<file path="src/rtl/mda_video_out.sv">
// MDA/Hercules video output stage: fixed-latency re-registration, phosphor palette,
// sync polarity, and a horizontal lock detector that blanks RGB until line timing is stable.
module mda_video_out #(
    parameter int PALETTE    = 0,
    parameter bit HSYNC_POL  = 1'b1,
    parameter bit VSYNC_POL  = 1'b0,
    parameter int LOCK_LINES = 4,
    parameter int LEN_TOL    = 1
) (
    input  logic        clk,
    input  logic        reset,
    input  logic        hsync_in,
    input  logic        vsync_in,
    input  logic        video_in,
    input  logic        intensity_in,
    output logic [3:0]  r,
    output logic [3:0]  g,
    output logic [3:0]  b,
    output logic        hsync_out,
    output logic        vsync_out,
    output logic        locked,
    output logic [10:0] line_len,
    output logic [9:0]  frame_lines
);

    typedef enum logic [1:0] {
        SEARCH  = 2'd0,
        ACQUIRE = 2'd1,
        LOCKED  = 2'd2
    } lock_state_t;

    localparam logic [11:0] PAL_NORMAL = (PALETTE == 0) ? 12'hA70 :
                                         (PALETTE == 1) ? 12'h0A0 : 12'hAAA;
    localparam logic [11:0] PAL_BRIGHT = (PALETTE == 0) ? 12'hFB0 :
                                         (PALETTE == 1) ? 12'h0F0 : 12'hFFF;
    localparam logic [10:0] TOL        = 11'(LEN_TOL);
    localparam logic [7:0]  LOCK_TGT   = 8'(LOCK_LINES - 1);
    localparam logic [10:0] LINE_MAX   = 11'h7FF;
    localparam logic [9:0]  FRAME_MAX  = 10'h3FF;

    logic s1_h, s1_v, s1_vid, s1_int;
    logic s2_h, s2_v, s2_vid, s2_int;
    logic s3_h, s3_v;
    logic h_rise, v_rise;

    logic [10:0] line_cnt;
    logic        line_sat;
    logic [9:0]  frame_cnt;
    logic [9:0]  frame_inc;

    lock_state_t state, state_nxt;
    logic [10:0] ref_len, ref_len_nxt;
    logic [7:0]  match_cnt, match_cnt_nxt;
    logic [7:0]  match_inc;
    logic [10:0] line_len_nxt;
    logic [11:0] pix_rgb;

    function automatic logic len_ok(input logic [10:0] a, input logic [10:0] ref_v);
        logic [10:0] d;
        d = (a > ref_v) ? (a - ref_v) : (ref_v - a);
        return (d <= TOL);
    endfunction

    always_ff @(posedge clk) begin
        if (reset) begin
            s1_h   <= 1'b0;
            s1_v   <= 1'b0;
            s1_vid <= 1'b0;
            s1_int <= 1'b0;
            s2_h   <= 1'b0;
            s2_v   <= 1'b0;
            s2_vid <= 1'b0;
            s2_int <= 1'b0;
            s3_h   <= 1'b0;
            s3_v   <= 1'b0;
        end else begin
            s1_h   <= hsync_in;
            s1_v   <= vsync_in;
            s1_vid <= video_in;
            s1_int <= intensity_in;
            s2_h   <= s1_h;
            s2_v   <= s1_v;
            s2_vid <= s1_vid;
            s2_int <= s1_int;
            s3_h   <= s2_h;
            s3_v   <= s2_v;
        end
    end

    assign h_rise = s2_h & ~s3_h;
    assign v_rise = s2_v & ~s3_v;

    // line_cnt holds the number of cycles since the previous hsync rise
    assign line_sat = (line_cnt == LINE_MAX);

    always_ff @(posedge clk) begin
        if (reset) begin
            line_cnt <= '0;
        end else if (h_rise) begin
            line_cnt <= 11'd1;
        end else if (!line_sat) begin
            line_cnt <= line_cnt + 11'd1;
        end
    end

    assign match_inc = match_cnt + 8'd1;

    always_comb begin
        state_nxt     = state;
        ref_len_nxt   = ref_len;
        match_cnt_nxt = match_cnt;
        line_len_nxt  = line_len;
        case (state)
            SEARCH: begin
                // A stale reference would let a partial re-acquire lock early
                if (h_rise) begin
                    state_nxt     = ACQUIRE;
                    match_cnt_nxt = '0;
                    ref_len_nxt   = '0;
                end
            end
            ACQUIRE: begin
                if (h_rise) begin
                    if (len_ok(line_cnt, ref_len)) begin
                        match_cnt_nxt = match_inc;
                        if (match_inc >= LOCK_TGT) begin
                            state_nxt    = LOCKED;
                            line_len_nxt = ref_len;
                        end
                    end else begin
                        ref_len_nxt   = line_cnt;
                        match_cnt_nxt = '0;
                    end
                end
            end
            LOCKED: begin
                if ((h_rise && !len_ok(line_cnt, line_len)) || line_sat) begin
                    state_nxt = SEARCH;
                end
            end
            default: begin
                state_nxt = SEARCH;
            end
        endcase
    end

    always_ff @(posedge clk) begin
        if (reset) begin
            state     <= SEARCH;
            ref_len   <= '0;
            match_cnt <= '0;
            line_len  <= '0;
        end else begin
            state     <= state_nxt;
            ref_len   <= ref_len_nxt;
            match_cnt <= match_cnt_nxt;
            line_len  <= line_len_nxt;
        end
    end

    assign locked = (state == LOCKED);

    // A coincident hsync rise belongs to the frame that is ending
    assign frame_inc = (frame_cnt == FRAME_MAX) ? frame_cnt : frame_cnt + 10'd1;

    always_ff @(posedge clk) begin
        if (reset) begin
            frame_cnt   <= '0;
            frame_lines <= '0;
        end else if (v_rise && (state == LOCKED)) begin
            frame_lines <= h_rise ? frame_inc : frame_cnt;
            frame_cnt   <= '0;
        end else if (h_rise) begin
            frame_cnt <= frame_inc;
        end
    end

    always_comb begin
        pix_rgb = 12'h000;
        if (s2_vid) begin
            pix_rgb = s2_int ? PAL_BRIGHT : PAL_NORMAL;
        end
    end

    always_ff @(posedge clk) begin
        if (reset) begin
            r         <= '0;
            g         <= '0;
            b         <= '0;
            hsync_out <= ~HSYNC_POL;
            vsync_out <= ~VSYNC_POL;
        end else begin
            r         <= locked ? pix_rgb[11:8] : 4'h0;
            g         <= locked ? pix_rgb[7:4]  : 4'h0;
            b         <= locked ? pix_rgb[3:0]  : 4'h0;
            hsync_out <= ~(s2_h ^ HSYNC_POL);
            vsync_out <= ~(s2_v ^ VSYNC_POL);
        end
    end

endmodule

</file>
<file path="config.mk">
export PLATFORM = sky130hd
export DESIGN_NAME = mda_video_out
export DESIGN_NICKNAME = d
export VERILOG_FILES = /design/src/rtl/mda_video_out.sv
export SDC_FILE = /design/constraint.sdc
export NUM_CORES = 1
export LEC_CHECK = 0
export BUFFER_PORTS_ARGS = -buffer_cell sky130_fd_sc_hd__buf_2
export CORE_ASPECT_RATIO = 2
export CORE_MARGIN = 10
export CORE_UTILIZATION = 40
export DETAILED_ROUTE_END_ITERATION = 8
export PLACE_DENSITY = 0.53
export SETUP_SLACK_MARGIN = 0.2
export SLEW_MARGIN = 10
export SYNTH_ARGS = -nofsm -noshare
export SYNTH_HDL_FRONTEND = slang
export SYNTH_SLANG_ARGS = --single-unit
</file>
<file path="constraint.sdc">
create_clock -name clk -period 7.5 [get_ports clk]
set_clock_uncertainty 0.05 [all_clocks]
set_input_delay 1.5 -clock clk [delete_from_list [all_inputs] [get_ports clk]]
set_output_delay 1.5 -clock clk [all_outputs]
set_load 0.01 [all_outputs]
</file>
==> impl_results.md <==
* Setup crit start kind: flop
* Crit path DAT at 4.47 ns
* Crit Path Max Fanout at 23
* Clk buf depth at 2
* FF/Latch Area at 1540 um^2
* Setup violators final at 0
* CTS Sinks at 77
* Post-Place Setup Slack at 3.28 ns
* Seq/Total Area, Yosys at 0.279
* Remaining antenna violation count at 0
* Number of synthesized register bits at 77
* Io pins at 42
* Vias at 4994
* Fin. Hold Viols at 0
* EDFF count, synth at 0
* Slowest cell delay on critical path at 0.56 ns
* CP endpoint kind: flop
* Synth area leader: dfxtp_1
* DRT iter0 DRCs at 351
* CP Buf/Inv Count at 1
* WP data required at 7.69 ns
* Max IR drop VDD at 0.000137 V
* Count of cell types in the netlist at 67
* Async SR Flop Fraction at 0
* I/O Buffers at 37
* WL per Instance at 19.3 um
* Final WS setup at 3.22 ns
* Slew headroom at 0.299
* Max-slew violations at 0
* Cell Pwr Density at 169 nW/um^2
* Post-route DRC at 0
* Setup TNS Final at 0 ns
* DP Wirelength at 13.0 mm
* Initial antenna violation count at 0
* Footprint of the multi-input gates at 3580 um^2
* Hold Path Class: reg2reg
* Clk_lat worst skew at 0.33 ns
* Worst slew pin tran at 1.03 ns
* Cell Rows at 60
* Top cell type's share of synthesized area at 0.279
* Filler instances at 1386
* Crit-path slowest cell: dfxtp_1
* # H-tree levels at 3
* Top FF cell, synth: dfxtp_1
* Vias in the first global route at 5114
* Pin count of the biggest net entering global routing at 74
* Ant diodes at 0
* Synthesis-to-layout area growth at 9.20%
* Fmax at 234 MHz
* Cells after Synth at 686
* Run status: finished, final reports clean
* Cell Chain, Critical Path: inv_1 > ha_1 > a21oi_1 > o211ai_1 > a211oi_1 > xor2_1 > nand4_1 > o32a_1 > nor2_4 > nand4_4 > mux2i_1
* Die X at 103 um
* Count leader, synth: dfxtp_1
* CTS Buf Count at 9
* Hold buffer count at CTS at 0
* Routability Congestion at 1.03
* Root buffer cell: clkbuf_16
* CP top delay family: compound AO/OA/AOI/OAI gates
* Via/cell ratio at 5.85
* Setup Crit Path Kind: reg2reg
* Core ar. at 13500 um^2
* Final net count at 749
* LEAKAGE at 0.00248 uW
* WL final at 16.5 mm
* Post-CTS Setup Inserts at 0
* Synth cell count leaders: dfxtp_1, nor2_1, inv_1
* Overflow after GRT at 0
* RSZ-0062 raised after global routing: false
* Final period utilization at 0.571
* CTS tree: yes
* Die height at 186 um
* Cts repair resizes at 0
* YS warnings at 0
* Clock transition at path regs at 0.06 ns
* Mapped Area at 5530 um^2
* Die area at 19200 um^2
* First-pass GRT wire length at 26.3 mm
* Pre-antenna DRT Iters at 5
* Min cycle time layout at 4.28 ns
* Starting Density at 0.409
* Top cells by area, synth: dfxtp_1, ha_1, mux2i_1, a21oi_1, nor2_1
* Avg Cell Area, Syn at 8.07 um^2
* Utilization after layout at 0.447
* Max-capacitance violation count at 0
* GR Util All Layers at 0.173
* Layout cell share with drive strength beyond 1 at 0.0917
[per-layer routing]
layer,global-route usage,part of all wire
met5,0,0
met4,0.108,0.054
met3,0.0229,0.029
met2,0.330,0.57
met1,0.162,0.35
[worst paths after layout]
check | end | from | cells past startpoint | slack, ns
max | line_len[5] | line_cnt[2] | 11 | 3.22
min | g[2] | s2_int | 1 | 0.36
max reg2reg | line_len[5] | line_cnt[2] | 11 | 3.22
min reg2reg | g[2] | s2_int | 1 | 0.36
[worst register-to-register path: stages, from the launching register on]
cell and delay, ns:
dfxtp_1 0.56, inv_1 0.14, ha_1 0.45, a21oi_1 0.40, o211ai_1 0.21, a211oi_1 0.30
xor2_1 0.30, nand4_1 0.15, o32a_1 0.36, nor2_4 0.50, nand4_4 0.45, mux2i_1 0.32
[through the flow]
| stage | std cells | hold slack, ns | instance area, um^2 | total power, uW |
|---|---|---|---|---|
| CTS | 853 | 0.362 | 6040 | 1030 |
| finish | 853 | 0.355 | 6040 | 1020 |
| floorplan | 689 | 0.333 | 5540 | 520 |
| detailed placement | 837 | 0.350 | 5710 | 550 |
| global placement | 837 | 0.341 | 5710 | 548 |
| global route | 853 | 0.372 | 6040 | 1060 |
[sequential cells by signal, summed over array words and instances, names as in the netlist, 2 cells and up]
register / flops
frame_cnt: 10
frame_lines: 10
line_cnt: 11
line_len: 11
match_cnt: 8
r: 2
ref_len: 11
state: 2
[cells in the final DEF, fill, tap and decap left out, types with 4 or more instances in the layout]
cell and n:
a211oi_1 11, a21o_1 11, a21oi_1 44, a31oi_1 11, a32oi_1 5, and3_1 6
buf_2 37, clkbuf_16 9, conb_1 4, dfxtp_1 77, fa_1 4, ha_1 46
inv_1 50, mux2i_1 23, nand2_1 38, nand2b_1 32, nand3_1 16, nand3b_1 8
nand4_1 13, nand4b_1 13, nor2_1 55, nor2b_1 23, nor3_1 21, nor4_1 6
o2111ai_1 5, o211ai_1 5, o21a_1 4, o21ai_0 24, o21ai_1 6, o221ai_1 6
xnor2_1 17, xor2_1 10
[layout make-up]
cell class	count	area share
Clock buffer	10	0.0396
Multi-Input combinational cell	514	0.592
Clock inverter	6	0.0155
Timing Repair Buffer	39	0.0331
Tap cell	155	0.0321
Inverter	52	0.0323
Sequential cell	77	0.255
[cell families (layout without fill, tap and decap cells)]
logic type,Yosys count,after routing,share of synthesized area
other,1,4,0.000678
and+or+nand+nor,248,248,0.244
xor gates and xnor gates,27,27,0.0427
buffers and inverters,98,107,0.0767
adders and majority gates,50,50,0.118
muxes,24,24,0.0436
AOI/OAI and AO/OA,161,161,0.195
DFF,77,77,0.279
[where the power goes]
part / internal [uW] / switching [uW] / leakage [uW]
Clock: 303 / 176 / 0.000160
Sequential: 413 / 7.31 / 0.000623
Combinational: 47.6 / 74.0 / 0.00170
Note: power is estimated with default switching activity, not from simulation.
